[config.mk]
export PLATFORM = sky130hd
export DESIGN_NAME = riscv_lsu
export DESIGN_NICKNAME = d
export VERILOG_FILES = /design/src/rtl/riscv_lsu.sv
export SDC_FILE = /design/constraint.sdc
export NUM_CORES = 1
export LEC_CHECK = 0
export CAP_MARGIN = 20
export CORE_MARGIN = 4
export CORE_UTILIZATION = 40
export CTS_BUF_LIST = sky130_fd_sc_hd__clkbuf_4
export DETAILED_ROUTE_END_ITERATION = 10
export PLACE_DENSITY = 0.72
export REMOVE_ABC_BUFFERS = 1
export SLEW_MARGIN = 20
export SYNTH_ARGS = -nofsm -noshare
export SYNTH_HDL_FRONTEND = slang
export SYNTH_SLANG_ARGS = --single-unit
[constraint.sdc]
create_clock -name clock -period 12 [get_ports clock]
set_input_delay 2.4 -clock clock [delete_from_list [all_inputs] [get_ports clock]]
set_output_delay 2.4 -clock clock [all_outputs]
set_load 0.02 [all_outputs]
[src/rtl/riscv_lsu.sv]
// riscv_lsu: load/store unit sitting behind the memory-access step of the
// multicycle RISC-V core. It accepts one load or store at a time and drives
// a req/ack handshake to a variable-latency data memory. It then returns a
// single-cycle completion pulse carrying the formatted load data or an error.
//
// Ports:
//   clock, reset        rising-edge clock, asynchronous active-high reset
//   req, ready          core request / LSU idle (request accepted when both 1)
//   we, funct3, addr,   operation descriptor, sampled at accept
//   wdata
//   done, rdata, err    completion pulse, load result, error flag
//   mem_req, mem_we,    memory request and its word address, strobes and
//   mem_addr,           lane-replicated store data; held stable while
//   mem_wstrb,          mem_req is high
//   mem_wdata
//   mem_ack, mem_rdata  memory completion and read word
module riscv_lsu #(
    parameter int unsigned TIMEOUT = 16
) (
    input  logic        clock,
    input  logic        reset,
    input  logic        req,
    output logic        ready,
    input  logic        we,
    input  logic [2:0]  funct3,
    input  logic [31:0] addr,
    input  logic [31:0] wdata,
    output logic        done,
    output logic [31:0] rdata,
    output logic        err,
    output logic        mem_req,
    output logic        mem_we,
    output logic [31:0] mem_addr,
    output logic [3:0]  mem_wstrb,
    output logic [31:0] mem_wdata,
    input  logic        mem_ack,
    input  logic [31:0] mem_rdata
);

    typedef enum logic [1:0] {IDLE, ACCESS, RESP} state_t;

    state_t      state_reg, state_next;
    logic        we_reg;
    logic [2:0]  funct3_reg;
    logic [1:0]  addr_lo_reg;
    logic [31:0] count_reg;

    logic        legal_f3;
    logic        misaligned;
    logic        bad_req;
    logic [3:0]  strb_next;
    logic [31:0] wdata_next;
    logic        timeout_hit;
    logic [7:0]  lane_byte;
    logic [15:0] lane_half;
    logic [31:0] load_fmt;

    assign ready = (state_reg == IDLE);
    assign done  = (state_reg == RESP);

    // Decode of the request currently presented on the core interface.
    always_comb begin
        legal_f3   = 1'b0;
        misaligned = 1'b0;
        strb_next  = 4'b0000;
        wdata_next = 32'h0;
        if (we)
            legal_f3 = (funct3 == 3'b000) || (funct3 == 3'b001) || (funct3 == 3'b010);
        else
            legal_f3 = (funct3 == 3'b000) || (funct3 == 3'b001) || (funct3 == 3'b010) ||
                       (funct3 == 3'b100) || (funct3 == 3'b101);
        // funct3[1:0] gives the access size for every legal encoding.
        if (funct3[1:0] == 2'b01 && addr[0])
            misaligned = 1'b1;
        if (funct3[1:0] == 2'b10 && addr[1:0] != 2'b00)
            misaligned = 1'b1;
        case (funct3[1:0])
            2'b00: begin
                strb_next  = 4'b0001 << addr[1:0];
                wdata_next = {4{wdata[7:0]}};
            end
            2'b01: begin
                strb_next  = addr[1] ? 4'b1100 : 4'b0011;
                wdata_next = {2{wdata[15:0]}};
            end
            default: begin
                strb_next  = 4'b1111;
                wdata_next = wdata;
            end
        endcase
    end

    assign bad_req = !legal_f3 || misaligned;

    // The counter reaches TIMEOUT-1 on the TIMEOUT-th cycle without ack.
    assign timeout_hit = (TIMEOUT != 0) && (count_reg == TIMEOUT - 1);

    // Load formatting uses the lane offset and funct3 latched at accept.
    always_comb begin
        lane_byte = mem_rdata[{addr_lo_reg, 3'b000} +: 8];
        lane_half = addr_lo_reg[1] ? mem_rdata[31:16] : mem_rdata[15:0];
        case (funct3_reg)
            3'b000:  load_fmt = {{24{lane_byte[7]}}, lane_byte};
            3'b001:  load_fmt = {{16{lane_half[15]}}, lane_half};
            3'b010:  load_fmt = mem_rdata;
            3'b100:  load_fmt = {24'h0, lane_byte};
            3'b101:  load_fmt = {16'h0, lane_half};
            default: load_fmt = 32'h0;
        endcase
    end

    always_comb begin
        state_next = state_reg;
        case (state_reg)
            IDLE:    if (req) state_next = bad_req ? RESP : ACCESS;
            ACCESS:  if (mem_ack || timeout_hit) state_next = RESP;
            RESP:    state_next = IDLE;
            default: state_next = IDLE;
        endcase
    end

    always_ff @(posedge clock or posedge reset) begin
        if (reset) begin
            state_reg   <= IDLE;
            we_reg      <= 1'b0;
            funct3_reg  <= 3'b000;
            addr_lo_reg <= 2'b00;
            count_reg   <= 32'h0;
            rdata       <= 32'h0;
            err         <= 1'b0;
            mem_req     <= 1'b0;
            mem_we      <= 1'b0;
            mem_addr    <= 32'h0;
            mem_wstrb   <= 4'b0000;
            mem_wdata   <= 32'h0;
        end else begin
            state_reg <= state_next;
            case (state_reg)
                IDLE: if (req) begin
                    we_reg      <= we;
                    funct3_reg  <= funct3;
                    addr_lo_reg <= addr[1:0];
                    count_reg   <= 32'h0;
                    if (bad_req) begin
                        err   <= 1'b1;
                        rdata <= 32'h0;
                    end else begin
                        err       <= 1'b0;
                        mem_req   <= 1'b1;
                        mem_we    <= we;
                        mem_addr  <= {addr[31:2], 2'b00};
                        mem_wstrb <= we ? strb_next : 4'b0000;
                        mem_wdata <= we ? wdata_next : 32'h0;
                    end
                end
                ACCESS: begin
                    // An ack arriving on the timeout cycle still wins.
                    if (mem_ack) begin
                        mem_req <= 1'b0;
                        err     <= 1'b0;
                        rdata   <= we_reg ? 32'h0 : load_fmt;
                    end else if (timeout_hit) begin
                        mem_req <= 1'b0;
                        err     <= 1'b1;
                        rdata   <= 32'h0;
                    end else begin
                        count_reg <= count_reg + 32'd1;
                    end
                end
                default: ;
            endcase
        end
    end

endmodule

======== After elaboration in Yosys (flattened, before gate mapping) ========
Cells that the tools add are included.
operators by class
  add/subtract/negate cells ............... 1
  multiply operators ...................... 0
  div/mod/pow operators ................... 0
  order comparisons ....................... 0
  equal/unequal tests ..................... 20
  shift operators ......................... 2
  multiplexer cells ....................... 34
  bitwise gates (word level) .............. 1
  reduce and logical (&&, ||, !) cells .... 22
operator list
  cell                   count
  $mux 32                9
  $pmux 32 s2            3
  $pmux 32 s5            1
  $add 32x1->32 const B  1
  $eq 32x4->1 const B    1
  $shiftx 32x6->8        1
  $mux 16                1
  $eq 3x3->1 const B     4
  $reduce_and 4->1       3
  $mux 1                 11
  $ne 2x2->1 const B     5
  $mux 4                 2
  $pmux 4 s2             1
  $eq 3x1->1 const B     2
  $eq 3x2->1 const B     2
  $logic_not 3->1        2
  $logic_or 1x1->1       6
  $mux 2                 3
  $reduce_and 3->1       2
  $eq 2x1->1 const B     2
  $eq 2x2->1 const B     2
  $logic_not 2->1        2
  $pmux 1 s2             2
  $pmux 2 s2             1
  8 further kinds        11
word-level totals
  bits in registers ....................... 141
  bits in latches ......................... 0
  RAM bits ................................ 0
  bits in read-only memories .............. 0
  output and inout bits ................... 105
  word-level logic and storage cells ...... 92
  memories ................................ 0

======== Depth between registers and ports, before layout ========
  depth in word-level cells ............... 11
  mapped depth ............................ 8

======== Least setup slack after synthesis ========
Ideal clock, no wire load.
  path kind ............................... input port to flip-flop
  start point ............................. input port mem_ack
  end point ............................... register count_reg[27]
  arrival ................................. 3.795 ns
  slack ................................... 8.073 ns
  stages .................................. 5
  buffers on the path ..................... 0
  cells stage by stage .................... or3b_4 or4_4 nor4b_2 xnor2_1 nor2_1
between the ends
  cells in the longest elaborated chain, start to end .. 2
RTL lines
  what                               RTL line  RTL
  from (decl)                        36        input logic mem_ack,
  $ne 2x2->1 (no source line)        --
  $reduce_and 4->1 (no source line)  --
  to (signal assigned)               167       count_reg <= count_reg + 32'd1;
  to (decl)                          46        logic [31:0] count_reg;
Every way passes these cells.
A chain may end at the register's enable or synchronous reset.

======== Worst setup path in the final report ========
  start point ............................. input port funct3[0]
  end point ............................... register mem_wdata[15]
between the ends
  cells in the longest elaborated chain, start to end .. 10
  elaborated cells on any way between the ends .. 23
  those cells by class .................... eq/ne: 6; mux: 5; bitwise: 1; reduce/logical: 11
RTL lines
  what                                                  RTL line  RTL
  from (decl)                                           25        input logic [2:0] funct3,
  $eq 3x1->1 / $logic_not 3->1 (equally long branches)  68, 70
  $logic_or 1x1->1 (2 in series)                        68, 70
  $logic_or 1x1->1                                      70        legal_f3 = (funct3 == 3'b000) || (funct3 == 3'b001) || (funct3 == 3'b010) ||
  $logic_or 1x1->1                                      71        (funct3 == 3'b100) || (funct3 == 3'b101);
  $mux 1                                                67        if (we)
  $logic_not 1->1                                       93        assign bad_req = !legal_f3 || misaligned;
  $logic_or 1x1->1                                      93
  $not 1->1 (no source line)                            --
  $reduce_and 3->1 (no source line)                     --
  to (signal assigned)                                  153       mem_wdata <= we ? wdata_next : 32'h0;
  to (decl)                                             35        output logic [31:0] mem_wdata,
Parallel ways exist; a longest one is shown, timed or not.

==> results.json <==
{
  "grt.total_usage_pct": 20.3,
  "pwr-share-clk_pct": 21.5,
  "syn_area_um2": 6660,
  "p_leak_nw": 4.10,
  "chipWidth_um": 137,
  "antenna_found_initial": 1,
  "reg2reg_from": "state_reg[0]",
  "endpoint_kind": "flop",
  "yosysWarnings": 0,
  "finalWirelength_um": 19000,
  "setup_viol": 0,
  "cp.required_ns": 12.42,
  "synth_cell_types": 53,
  "hpwl_um": 13500,
  "routed_via_density": 5.31,
  "pwr-share-comb_pct": 36.6,
  "clock.fmax_mhz": 208,
  "max_cap_viol_count": 0,
  "drive_gt1_share_pct": 9.84,
  "startpoint": "funct3[0]",
  "synth_edf_count": 0,
  "area_delta_synth_final_pct": 38.0,
  "fin_util_pct": 57.0,
  "async_flop_share_pct": 100,
  "slew_headroom_pct": 31.2,
  "post_drt_wl_per_cell_um": 17.7,
  "hold_buffers": 0,
  "grt_first_pass_wirelength_um": 29800,
  "crit_path_max_fanout": 27,
  "core-area_um2": 16100,
  "numPortBuffers": 206,
  "synthCells": 651,
  "routabilityCongestion": 0.836,
  "ant_nets": 0,
  "hp-start": "count_reg[31]",
  "h-tree-depth": 4,
  "cts_buffers": 17,
  "p_per_area_nw_per_um2": 164,
  "clock_sinks": 141,
  "drc": 0,
  "setup_tns_ns": 0,
  "synth_ff_type": "dfrtp_1",
  "std_cell_rows": 46,
  "die_area_um2": 18800,
  "p_int_mw": 0.978,
  "p_sw_mw": 0.530,
  "final_common_cell": "clkdlybuf4s50_1",
  "start_kind": "input pin",
  "hold_viol_final": 0,
  "root_buffer": "clkbuf_4",
  "post_cts_resized": 0,
  "min_path_type": "flop to flop",
  "finalCriticalPeriod_ns": 4.81,
  "fp.dieH_um": 137,
  "finalMaxSlewViolations": 0,
  "postCtsSetupBuffers": 0,
  "worst_pin_slew_ns": 1.02,
  "p_seq_share_pct": 41.9,
  "grt_max_degree": 73,
  "io_pins": 209,
  "hold_ws_ns": 0.487,
  "critPathKind": "input pin to flop",
  "drt_first_iter_violations": 345,
  "path_clk_slew_ns": 0.13,
  "num_vias": 5692,
  "grt_overflow_total": 0,
  "rsz0062_at_grt": "false",
  "worstPathArrival_ns": 5.23,
  "sw_frac_of_total_pct": 35.1,
  "vdd_drop_max_mv": 0.139,
  "dr.pass1.iters": 5,
  "mostFrequentLayoutCells": "clkdlybuf4s50_1, dfrtp_1, nand2_1, a21oi_1, nor2_1",
  "status": "complete, no violations",
  "clockBufferDepth": 2,
  "ys_ff_latch": 141,
  "skew_ns": 0.0173,
  "yosysSeqAreaShare_pct": 53.0,
  "synth_area_per_cell_um2": 10.2,
  "min_period_over_period_pct": 40.0,
  "fill_cells": 1433,
  "grt_pass1_vias": 5751,
  "cts_tree": "done",
  "initial_utilization_pct": 41.3,
  "clk_latency_ns": 0.53,
  "fin_nets": 946
}
[kinds of logic (layout without fill, tap and decap cells)]
| kind of cell | Yosys count | after routing | synth area share (%) |
|---|---|---|---|
| AND/OR/NAND/NOR | 219 | 219 | 16.3 |
| AO/OA/AOI/OAI | 159 | 159 | 15.0 |
| flip-flops | 141 | 141 | 53.0 |
| multiplexers | 64 | 64 | 10.2 |
| buffers and inverters | 48 | 250 | 2.86 |
| XOR/XNOR | 18 | 18 | 2.37 |
| adder cells (fa/ha/maj) | 1 | 1 | 0.188 |
| other | 1 | 3 | 0.0563 |
[cell usage after synthesis (6+ instances only)]
cell type  instances  area [µm²]
a22o_1             8        70.1
nand4_1           13        81.3
nand2_1           91         342
clkbuf_1          33         124
a221oi_1           7        61.3
inv_1              6        22.5
dfrtp_1          141        3530
o2bb2ai_1          8        70.1
o21ai_0           35         175
xor2_1            13         114
mux2i_1           33         330
a21o_1            24         180
nand3_1           11        55.1
nor2_1            43         161
and3_1             8        50.1
nor3_1             9        45.0
mux2_2            31         349
nor4_1             7        43.8
a21oi_1           58         290
[cell type report]
class / count / area, µm² / share of cell area (%)
well taps: 216 / 270 / 2.94
flip-flops and latches: 141 / 3530 / 38.4
repair buffers: 212 / 2110 / 22.9
multi-input cells: 463 / 2950 / 32.1
clock inverters: 15 / 173 / 1.88
clock buffers: 17 / 128 / 1.39
diodes: 1 / 2.50 / 0.0273
inverters: 6 / 27.5 / 0.300
[power by group through the flow]
stage          Clock, mW  Combinational, mW  Sequential, mW
3_5_place_dp           0              0.556           0.639
5_1_grt            0.359              0.594           0.644
3_3_place_gp           0              0.551           0.638
2_1_floorplan          0              0.170           0.737
4_1_cts            0.338              0.558           0.632
6_report           0.324              0.552           0.632
[routing by layer]
metal	track usage, %	routed length [µm]	vias up
li1	-	-	2704
met1	25.3	7930	2772
met2	31.4	8770	200
met3	10.3	2030	16
met4	5.38	229	0
met5	0	0	-
[metrics by stage]
step | setup slack [ns] | instances | total power, mW | area, µm²
global placement | 6.79 | 1037 | 1.19 | 8870
floorplan | 5.82 | 610 | 0.907 | 6490
CTS | 7.25 | 1070 | 1.53 | 9180
detailed placement | 6.68 | 1038 | 1.19 | 8880
global route | 7.04 | 1071 | 1.60 | 9180
finish | 7.19 | 1071 | 1.51 | 9180
[path summary, 6_finish.rpt]
| path | depth (start not counted) | slack (ns) | to |
|---|---|---|---|
| setup / recovery | 4 | 7.19 | mem_wdata[15] |
| hold / removal | 1 | 0.49 | count_reg[31] |
| setup reg to reg | 5 | 9.06 | count_reg[13] |
| hold reg to reg | 1 | 0.49 | count_reg[31] |
| max in group asynchronous | 3 | 8.34 | state_reg[1] |
| min in group asynchronous | 2 | 2.30 | mem_addr[29] |
[worst max-delay path, cell delays in order]
cell             delay [ns]
clkdlybuf4s50_1        0.84
o41ai_2                0.74
nand3_1                0.78
o21ai_0                0.45
No activity file was read; power rests on OpenSTA's default activity.
